--- src/rtl/multi_seg_scan.sv ---
// Time-multiplexed seven-segment driver: scans DIGITS hex digits with 16-level PWM,
// leading-zero blanking, per-digit decimal points and a tear-free per-frame snapshot.
module multi_seg_scan #(
  parameter int unsigned DIGITS         = 4,
  parameter int unsigned SUB_DIV        = 3125,
  parameter bit          SEG_ACTIVE_LOW = 1'b1,
  parameter bit          DIG_ACTIVE_LOW = 1'b1
) (
  input  logic                      clk,
  input  logic                      rst_n,
  input  logic                      en_i,
  input  logic [4*DIGITS-1:0]       num_i,
  input  logic [DIGITS-1:0]         dp_in_i,
  input  logic                      blank_lz_i,
  input  logic [3:0]                bright_i,
  output logic [DIGITS-1:0]         digit_sel_o,
  output logic [7:0]                seg_out_o,
  output logic [$clog2(DIGITS)-1:0] scan_idx_o
);

  localparam int unsigned IdxW   = $clog2(DIGITS);
  localparam int unsigned PrescW = (SUB_DIV > 1) ? $clog2(SUB_DIV) : 1;

  localparam logic [IdxW-1:0]   LastIdx   = IdxW'(DIGITS - 1);
  localparam logic [PrescW-1:0] LastPresc = PrescW'(SUB_DIV - 1);
  localparam logic [7:0]        SegOff    = {8{SEG_ACTIVE_LOW}};
  localparam logic [DIGITS-1:0] DigOff    = {DIGITS{DIG_ACTIVE_LOW}};

  logic [PrescW-1:0]   presc_q, presc_d;
  logic [3:0]          phase_q, phase_d;
  logic [IdxW-1:0]     scan_q, scan_d;
  logic                en_q;
  logic [4*DIGITS-1:0] num_q;
  logic [DIGITS-1:0]   dp_q;
  logic                blz_q;
  logic [DIGITS-1:0]   dig_q, dig_d;
  logic [7:0]          seg_q, seg_d;

  logic                sub_tick, slot_end, en_rise, snap, lit, all_zero;
  logic [4*DIGITS-1:0] src_num;
  logic [DIGITS-1:0]   src_dp, blank_vec, onehot;
  logic                src_blz;
  logic [3:0]          nibble;

  function automatic logic [6:0] hex7(input logic [3:0] n);
    logic [6:0] s;
    s = 7'h00;
    case (n)
      4'h0: s = 7'h3F;
      4'h1: s = 7'h06;
      4'h2: s = 7'h5B;
      4'h3: s = 7'h4F;
      4'h4: s = 7'h66;
      4'h5: s = 7'h6D;
      4'h6: s = 7'h7D;
      4'h7: s = 7'h07;
      4'h8: s = 7'h7F;
      4'h9: s = 7'h6F;
      4'hA: s = 7'h77;
      4'hB: s = 7'h7C;
      4'hC: s = 7'h39;
      4'hD: s = 7'h5E;
      4'hE: s = 7'h79;
      4'hF: s = 7'h71;
    endcase
    return s;
  endfunction

  assign sub_tick = (presc_q == LastPresc);
  assign slot_end = sub_tick && (phase_q == 4'hF);
  assign en_rise  = en_i && !en_q;
  assign snap     = en_rise || (en_i && slot_end && (scan_q == LastIdx));

  always_comb begin
    presc_d = '0;
    phase_d = '0;
    scan_d  = '0;
    if (en_i) begin
      presc_d = sub_tick ? '0 : presc_q + 1'b1;
      phase_d = sub_tick ? phase_q + 4'd1 : phase_q;
      scan_d  = scan_q;
      if (slot_end) begin
        scan_d = (scan_q == LastIdx) ? '0 : scan_q + 1'b1;
      end
    end
  end

  // On the enable-rise cycle the frame registers are still loading, so decode the live inputs.
  assign src_num = en_rise ? num_i      : num_q;
  assign src_dp  = en_rise ? dp_in_i    : dp_q;
  assign src_blz = en_rise ? blank_lz_i : blz_q;
  assign nibble  = src_num[{scan_q, 2'b00} +: 4];

  always_comb begin
    all_zero  = 1'b1;
    blank_vec = '0;
    for (int k = DIGITS - 1; k >= 1; k--) begin
      all_zero     = all_zero && (src_num[4*k +: 4] == 4'h0);
      blank_vec[k] = src_blz && all_zero;
    end
  end

  always_comb begin
    onehot         = '0;
    onehot[scan_q] = 1'b1;
    lit   = en_i && !blank_vec[scan_q] && ((bright_i == 4'hF) || (phase_q < bright_i));
    dig_d = lit ? (onehot ^ DigOff) : DigOff;
    seg_d = lit ? ({src_dp[scan_q], hex7(nibble)} ^ SegOff) : SegOff;
  end

  always_ff @(posedge clk or negedge rst_n) begin
    if (!rst_n) begin
      presc_q <= '0;
      phase_q <= '0;
      scan_q  <= '0;
      en_q    <= 1'b0;
      num_q   <= '0;
      dp_q    <= '0;
      blz_q   <= 1'b0;
      dig_q   <= DigOff;
      seg_q   <= SegOff;
    end else begin
      presc_q <= presc_d;
      phase_q <= phase_d;
      scan_q  <= scan_d;
      en_q    <= en_i;
      if (snap) begin
        num_q <= num_i;
        dp_q  <= dp_in_i;
        blz_q <= blank_lz_i;
      end
      dig_q   <= dig_d;
      seg_q   <= seg_d;
    end
  end

  assign digit_sel_o = dig_q;
  assign seg_out_o   = seg_q;
  assign scan_idx_o  = scan_q;

endmodule

--- config.mk ---
export PLATFORM = sky130hd
export DESIGN_NAME = multi_seg_scan
export DESIGN_NICKNAME = d
export VERILOG_FILES = /design/src/rtl/multi_seg_scan.sv
export SDC_FILE = /design/constraint.sdc
export NUM_CORES = 1
export LEC_CHECK = 0
export ABC_AREA = 1
export CORE_ASPECT_RATIO = 0.9
export CORE_MARGIN = 10
export CORE_UTILIZATION = 55
export DETAILED_ROUTE_END_ITERATION = 10
export GPL_TIMING_DRIVEN = 1
export PLACE_DENSITY = 0.82
export SKIP_CTS_REPAIR_TIMING = 1
export SLEW_MARGIN = 20
export SYNTH_ARGS = -nofsm -noshare
export SYNTH_HDL_FRONTEND = slang
export SYNTH_SLANG_ARGS = --single-unit
--- constraint.sdc ---
create_clock -name clk -period 2.41 [get_ports clk]
set_input_delay 0.482 -clock clk [delete_from_list [all_inputs] [get_ports clk]]
set_output_delay 0.482 -clock clk [all_outputs]
set_load 0.02 [all_outputs]
# Yosys cells after proc, flatten, opt, wreduce, memory -nomap -nowiden
# Memory sizes are Yosys's and may differ from the RTL's.
# Cells that the tools add are included.
word_totals:
  register_bits: 52
  romBits: 112
  inputBits: 28
  output_inout_bits: 14
  wordCells: 62
  n_memories: 1
mem_list:
  columns: ["name", "depth", "width", "read_ports", "rd_ports_with_merged_regs", "write_ports", "line_no", "text"]
  rows:
  - ["(name not given)", 16, 7, 1, 0, 0, "48", "case (n)"]
op_classes:
  addsub: 3
  magnitude_cmp: 3
  eq_ne: 6
  n_shift: 1
  n_mux: 18
  n_bitwise: 2
  n_reduce_logical: 19
ops:
  columns: ["operator", "count"]
  rows:
  - ["$mux 12", 2]
  - ["$mux 16", 1]
  - ["$mux 4", 4]
  - ["$shiftx 16x5->4", 1]
  - ["$add 12x1->12 const B", 1]
  - ["$eq 12x12->1 const B", 1]
  - ["$logic_and 1x1->1", 12]
  - ["$logic_not 4->1", 3]
  - ["$eq 4x4->1 const B", 2]
  - ["$mux 8", 1]
  - ["$not 8->8", 1]
  - ["$mux 2", 3]
  - ["$add 4x1->4 const B", 1]
  - ["$bmux 1 s2", 2]
  - ["$lt 4x4->1", 1]
  - ["$mux 1", 4]
  - ["$ne 2x1->1 const B", 2]
  - ["$not 4->4", 1]
  - ["$lt 2x3->1 const B", 1]
  - ["$add 2x1->2 const B", 1]
  - ["$demux 1 s2", 1]
  - ["$eq 2x2->1 const B", 1]
  - ["$ge 2x1->1 const B", 1]
  - ["$logic_not 1->1", 2]
  - ["$logic_or 1x1->1", 2]

# Logic depth before layout (Yosys ltp)
# Gate-level depths: netlist of the first run.
depth:
  word_depth: 13
  mapped_depth: 14

# Worst setup path before layout of the first run
# No wires, ideal clock.
synth_timing:
  path_type: "register -> register"
  startpoint: "register scan_q[0] (netlist: scan_idx_o[0])"
  endpoint: "register seg_q[3] (netlist: seg_out_o[3])"
  setup_time_ps: 81
  arrival_time_ps: 1919
  setup_slack_ps: 411
  stages_incl_launch_ff: 13
  synth_period_minus_slack_ps: 1999
  path_cell_list: "dfrtp_1 > buf_2 > inv_1 > nand3_1 > nand2_1 > nor2_1 > nor2_1 > inv_1 > ha_1 > inv_1 > nand3_1 > nand3_1 > nand3_2"
synth_between:
  elab_chain_cells: 6
  elab_cells_between_ends: 9
  classes_between: "shift (1); mux (3); bitwise (1); reduce/logical (3); memory (1)"
synth_lines:
  columns: ["item", "line_no", "text"]
  rows:
  - ["from (decl)", "31", "logic [IdxW-1:0] scan_q, scan_d;"]
  - ["from (signal assigned)", "125", "scan_q <= scan_d;"]
  - ["parallel branches: the longest is 5 deep, another holds $mem_v2 16x7", null, null]
  - ["$mux 8 (*)", "108", "seg_d = lit ? ({src_dp[scan_q], hex7(nibble)} ^ SegOff) : SegOff;"]
  - ["net seg_d[3]", "37", "logic [7:0] seg_q, seg_d;"]
  - ["to (signal assigned)", "121", "seg_q <= SegOff;"]
  - ["to (signal assigned)", "133", "seg_q <= seg_d;"]
  - ["to (decl)", "37", null]
# Mark *: on every way through the listed nets, which the timed path passes. The select of a mux whose other input is x is not followed.
# A chain may end at the register's enable or synchronous reset.

# Worst setup path in the final report of the first run
layout_timing:
  startpoint: "register scan_q[1] (netlist: scan_idx_o[1])"
  endpoint: "output scan_idx_o[1]"
layout_lines:
  columns: ["item", "line_no", "text"]
  rows:
  - ["to (decl)", "18", "output logic [$clog2(DIGITS)-1:0] scan_idx_o"]
# No word-level cell between the ends.

==> flow_metrics.py, run 1 <==
metrics = {
    "drt": {
        "drc": 0,
        "first_iter_violations": 189,
        "vias": 2848,
        "routedWlPerCell_um": 13.7,
        "ant_nets": 0,
        "wirelength_mm": 7.28,
        "firstDrtPassIters": 4,
        "viasPerCell": 5.36,
    },
    "critical_path": {
        "worst-path-stages": 1,
        "r2r_setup_slack_ns": 0.44,
        "slowest_delay_ns": 0.69,
        "r2r_start": "en_q",
        "worstRegToRegCells": 13,
        "critPathKind": "reg -> out",
        "crit_family": "buffers and inverters",
        "crit_start": "scan_idx_o[1]",
        "r2r_end": "seg_out_o[6]",
        "crit_end": "scan_idx_o[1]",
        "cp_max_fo": 7,
        "worstPathArrival_ns": 1.54,
        "cp-end-kind": "output pin",
        "critical_path_buf_inv_count": 1,
        "slowest_stage": "clkdlybuf4s50_1",
        "cp.required_ns": 1.93,
        "crit_path_start_kind": "register",
        "crit_chain": "clkdlybuf4s50_1",
    },
    "floorplanning": {
        "rows": 25,
        "die_h_um": 90.7,
        "fp.dieArea_um2": 8930,
        "die_width_um": 98.5,
        "io_pins": 42,
        "core_area_um2": 5320,
        "floorplan.initialDensity_pct": 57.4,
    },
    "cells_and_area": {
        "drive_gt1_share_pct": 14.2,
        "fillers": 447,
        "ff_latch_area_um2": 1320,
        "antenna-diode-count": 0,
        "layout_common_cells": "nand2_1 (139), nand3_1 (67), dfrtp_1 (40), clkdlybuf4s50_1 (39), inv_1 (32)",
        "multi_input_area_um2": 1510,
        "area_growth_pct": 23.5,
        "fin_area_um2": 3770,
        "final_common_cell": "nand2_1",
        "nNetsFinal": 507,
    },
    "global_route": {
        "grt_usage_pct": 16.5,
        "grt_max_degree": 28,
        "grt_pass1_wl_mm": 12.6,
        "gr-total-overflow": 0,
        "antenna_found_initial": 0,
        "grt_pass1_vias": 2788,
    },
    "job": {
        "maxCapViolations": 0,
    },
    "yosys": {
        "syn-cell-area_um2": 3050,
        "synth_top_area_share_pct": 32.8,
        "synthCells": 401,
        "yosys_warnings": 0,
        "yosys-top-cells-area": "dfrtp_1 (33%), nand2_1 (17%), nand3_1 (11%), dfstp_2 (10%), ha_1 (6.6%)",
        "synth_fp_nets": 445,
        "avgSynthCellArea_um2": 7.61,
        "ys_seq_area_share_pct": 43.2,
        "synth.largest_area_cell": "dfrtp_1",
        "yosysUniqueCellTypes": 31,
        "synth-seq-cells": 52,
    },
    "pwr": {
        "p_leak_nw": 1.92,
        "p_per_area_nw_per_um2": 520,
        "ir_drop_v": 0.000382,
    },
    "cts": {
        "clkTransAtPathRegs_ns": 0.10,
        "cts_root_buf": "clkbuf_8",
        "clk_latency_ns": 0.31,
        "htreeDepth": 2,
        "numCtsBuffers": 5,
        "clock_path_buffers": 2,
        "cts_tree": "yes",
        "cts_num_sinks": 52,
    },
    "sta": {
        "period_needed_ns": 2.02,
        "setup-tns-final_ns": 0,
        "final_hold_viol_count": 0,
        "slew_headroom_pct": 61.1,
        "slew_viol_final": 0,
        "fin_crit_sh_pct": 84.0,
        "setup_viol": 0,
        "tightest_slew_ns": 0.583,
        "skew_ns": 0.0113,
        "max_clock_freq_mhz": 494,
        "rsz0062_at_grt": "no",
    },
    "place": {
        "dp_hpwl_mm": 5.73,
        "placed_cell_area_um2": 3680,
        "place.gp.congestion": 0.952,
        "io_buffer_count": 41,
    },
    "outcome": {
        "outcome": "completed",
    },
    "worst_hold_path": {
        "hold_class": "in -> async",
    },
}
==> worst min path at each step <==
stage	endpoint	slack, ns	cells past startpoint
after global routing	presc_q[9]	0.20	1
after CTS	presc_q[9]	0.17	1
final	presc_q[9]	0.15	1
after floorplan	blz_q	0.19	0
after global placement	presc_q[0]	0.48	1
after detailed placement	presc_q[0]	0.48	1
==> synth_stat cells <==
cell      count
a21oi_1      11
a21oi_4       1
a32o_1        2
and3_1        1
buf_1         2
buf_2         3
buf_4         3
buf_6         2
clkbuf_1      3
dfrtp_1      40
dfstp_2      12
ha_1         16
inv_1        32
inv_2         6
nand2_1     139
nand2_2       1
nand2_4       1
nand3_1      67
nand3_2       7
nand3b_1      1
nand4_1       3
nor2_1       28
nor2_4        1
nor3_1        2
nor3b_2       1
o21ai_0       6
o21ai_1       2
o31ai_1       2
or2_2         1
xnor2_1       2
xor2_1        3
==> kinds of logic (layout without fill, tap and decap cells) <==
kind of cell               Yosys count  in the layout  synth area share, %
and+or+nand+nor                    253            253                 36.8
buffers and inverters               51            114                 7.26
DFF                                 52             52                 43.2
adders and majority gates           16             16                 6.56
AOI/OAI and AO/OA                   24             24                 4.80
xor gates and xnor gates             5              5                 1.44
==> per-stage QoR <==
| step | utilization (%) | instances | total power, mW | hold WS [ns] | worst slack (ns) |
|---|---|---|---|---|---|
| 2_1_floorplan | - | 401 | 1.27 | 0.186 | 0.411 |
| 3_3_place_gp | 69.1 | 523 | 1.46 | 0.482 | -0.0610 |
| 3_5_place_dp | 69.1 | 523 | 1.47 | 0.484 | -0.0955 |
| 4_1_cts | 70.8 | 531 | 1.97 | 0.171 | 0.221 |
| 5_1_grt | 70.8 | 531 | 2.06 | 0.195 | 0.204 |
| 6_report | 70.8 | 531 | 1.96 | 0.154 | 0.386 |
==> layer usage <==
metal | track usage (%) | vias up | share of wire [%]
met5 | 0 | - | 0
met3 | 4.36 | 6 | 5.8
met1 | 20.5 | 1344 | 46
li1 | - | 1405 | -
met4 | 3.46 | 0 | 0.93
met2 | 27.8 | 93 | 48
==> where the power goes <==
group          internal [mW]  total (mW)  switching [mW]
Combinational          0.208       0.466           0.258
Clock                  0.207       0.506           0.298
Sequential             0.955       0.989          0.0344
==> registers in the layout (all words and copies together), names as in the netlist <==
name	flops
blz_q	1
phase_q	4
digit_sel_o	4
seg_out_o	8
scan_idx_o	2
presc_q	12
en_q	1
dp_q	4
num_q	16
==> layout make-up <==
cell class	instances	area share, %
timing repair buffer	68	16.5
sequential	52	34.9
multi-input combinational	298	40.2
tap	67	2.23
inverter	38	3.79
clock inverter	2	0.432
clock buffer	6	1.93
Power figures use the tool's default switching activity.
==> inputs of run 2 (changes only) <==
--- a/config.mk
+++ b/config.mk
@@ -8,10 +8,10 @@
 export ABC_AREA = 1
 export CORE_ASPECT_RATIO = 0.9
 export CORE_MARGIN = 10
-export CORE_UTILIZATION = 55
+export CORE_UTILIZATION = 50
 export DETAILED_ROUTE_END_ITERATION = 10
 export GPL_TIMING_DRIVEN = 1
-export PLACE_DENSITY = 0.82
+export PLACE_DENSITY = 0.79
 export SKIP_CTS_REPAIR_TIMING = 1
 export SLEW_MARGIN = 20
 export SYNTH_ARGS = -nofsm -noshare
==> constraint.sdc (replaced) <==
create_clock -name clk -period 1.75 [get_ports clk]
set_input_delay 0.35 -clock clk [delete_from_list [all_inputs] [get_ports clk]]
set_output_delay 0.35 -clock clk [all_outputs]
set_load 0.02 [all_outputs]
==> run 2 against run 1 <==
Compared with the run above:
- the flow now finishes with violations (negative setup slack)
- sequential cell count unchanged
- combinational power increased by 73%
- first-iteration DRC count increased by 1.1%
- cell area increased by 15%
- critical path depth increased by 12
- clock power increased by 47%
- routed wire length increased by 15%
==> flow_metrics.py, run 2 (synthesized netlist as in run 1, its figures left out) <==
metrics = {
    "outcome": {
        "outcome": "finished, violations left",
        "violations": "negative setup slack",
    },
    "place": {
        "dp_hpwl_mm": 5.71,
        "placed_cell_area_um2": 3780,
        "place.gp.congestion": 0.863,
        "io_buffer_count": 41,
    },
    "sta": {
        "final_hold_viol_count": 0,
        "setup-tns-final_ns": -0.167,
        "setup_ws_ns": -0.0498,
        "skew_ns": 0.00317,
        "slew_headroom_pct": 71.9,
        "setup_viol": 7,
        "tightest_slew_ns": 0.420,
        "holdWs_ns": 0.0104,
        "period_needed_ns": 1.80,
        "fin_crit_sh_pct": 103,
        "max_clock_freq_mhz": 556,
        "slew_viol_final": 0,
        "rsz0062_at_grt": "yes",
    },
    "cts": {
        "cts_root_buf": "clkbuf_8",
        "cts_num_sinks": 52,
        "clkTransAtPathRegs_ns": 0.10,
        "clock_path_buffers": 2,
        "htreeDepth": 2,
        "cts_tree": "yes",
        "numCtsBuffers": 5,
        "clk_latency_ns": 0.32,
    },
    "cells_and_area": {
        "regMostFlops": "num_q",
        "final_common_cell": "nand2_1",
        "fin_area_um2": 4330,
        "nNetsFinal": 520,
        "largest_reg_flops": 16,
        "drive_gt1_share_pct": 30.2,
        "antenna-diode-count": 0,
        "area_growth_pct": 42.0,
        "layout_common_cells": "nand2_1 (118), nand3_1 (50), dfrtp_1 (38), inv_1 (26), clkdlybuf4s50_1 (24)",
        "fin_util_pct": 74.8,
    },
    "global_route": {
        "grt_usage_pct": 15.9,
        "gr-total-overflow": 0,
        "grt_pass1_vias": 2689,
        "antenna_found_initial": 0,
        "grt_max_degree": 53,
        "grt_pass1_wl_mm": 12.5,
    },
    "critical_path": {
        "cp_max_fo": 6,
        "r2r_start": "en_q",
        "cp.required_ns": 2.01,
        "crit_path_start_kind": "register",
        "r2r_end": "seg_out_o[1]",
        "worstRegToRegCells": 13,
        "r2r_setup_slack_ns": -0.05,
        "worstPathArrival_ns": 2.06,
        "cp-end-kind": "register",
        "crit_start": "en_q",
        "critPathKind": "reg -> reg",
    },
    "floorplanning": {
        "fp.dieArea_um2": 9630,
        "io_pins": 42,
        "core_area_um2": 5790,
        "floorplan.initialDensity_pct": 52.7,
        "die_width_um": 102,
        "rows": 26,
        "die_h_um": 94.1,
    },
    "pwr": {
        "ir_drop_v": 0.000385,
        "p_leak_nw": 2.18,
        "power_mw": 2.92,
        "p_per_area_nw_per_um2": 674,
    },
    "drt": {
        "ant_nets": 0,
        "firstDrtPassIters": 8,
        "routedWlPerCell_um": 15.3,
        "viasPerCell": 5.42,
        "vias": 2964,
        "first_iter_violations": 191,
        "drc": 0,
        "wirelength_mm": 8.39,
    },
    "worst_hold_path": {
        "hold_class": "in -> async",
    },
    "job": {
        "maxCapViolations": 0,
    },
}
[run 2: changes by cell type in the layout (fill, tap and decap cells not counted), moves of 15 or more]
cell and delta:
nand2_1 -21, nand2_2 +17, nand3_1 -17, clkdlybuf4s50_1 -15, dlymetal6s2s_1 +15
[run 2: routing by layer]
layer | global-route usage, % | part of all wire, % | up-vias | wire, um
li1 | - | - | 1436 | -
met1 | 21.4 | 43 | 1382 | 3590
met2 | 25.0 | 48 | 122 | 4010
met3 | 3.31 | 6.7 | 24 | 564
met4 | 5.05 | 2.6 | 0 | 221
met5 | 0 | 0 | - | 0
[run 2: worst max-delay path: stages (launching register included)]
cell and delay (ns):
dfrtp_1 0.44, buf_6 0.14, nor2_4 0.16, buf_6 0.16, nand2_1 0.09, nand2_1 0.08, inv_1 0.04, nand3_1 0.07
nand2_1 0.06, nand3_2 0.10, nand2_4 0.10, buf_4 0.15, nor2_1 0.07, nand2_1 0.06
[run 2: area by class of cell]
type	instances	area, um2
tap	70	87.6
multi-input combinational	299	1830
clock buffer	6	82.6
inverter	38	165
fill	415	1460
clock inverter	2	13.8
timing repair inverter	1	8.76
sequential	52	1320
timing repair buffer	79	826
[run 2: worst max path at each step]
stage | endpoint | slack (ns)
after global placement | seg_out_o[2] | -0.52
after detailed placement | seg_out_o[1] | -0.53
final | seg_out_o[1] | -0.05
after global routing | seg_out_o[5] | -0.16
after CTS | seg_out_o[2] | -0.20
after floorplan | seg_out_o[0] | -0.03
[run 2: report_power, final]
| part | switching, mW | internal (mW) | total, mW |
|---|---|---|---|
| Clock | 0.422 | 0.324 | 0.746 |
| Sequential | 0.0519 | 1.31 | 1.37 |
| Combinational | 0.449 | 0.356 | 0.806 |
[run 2: through the flow]
stage | instances | setup slack (ns)
after floorplan | 401 | -0.0321
after global placement | 530 | -0.524
after detailed placement | 530 | -0.528
after CTS | 538 | -0.197
after global routing | 547 | -0.161
final | 547 | -0.0498
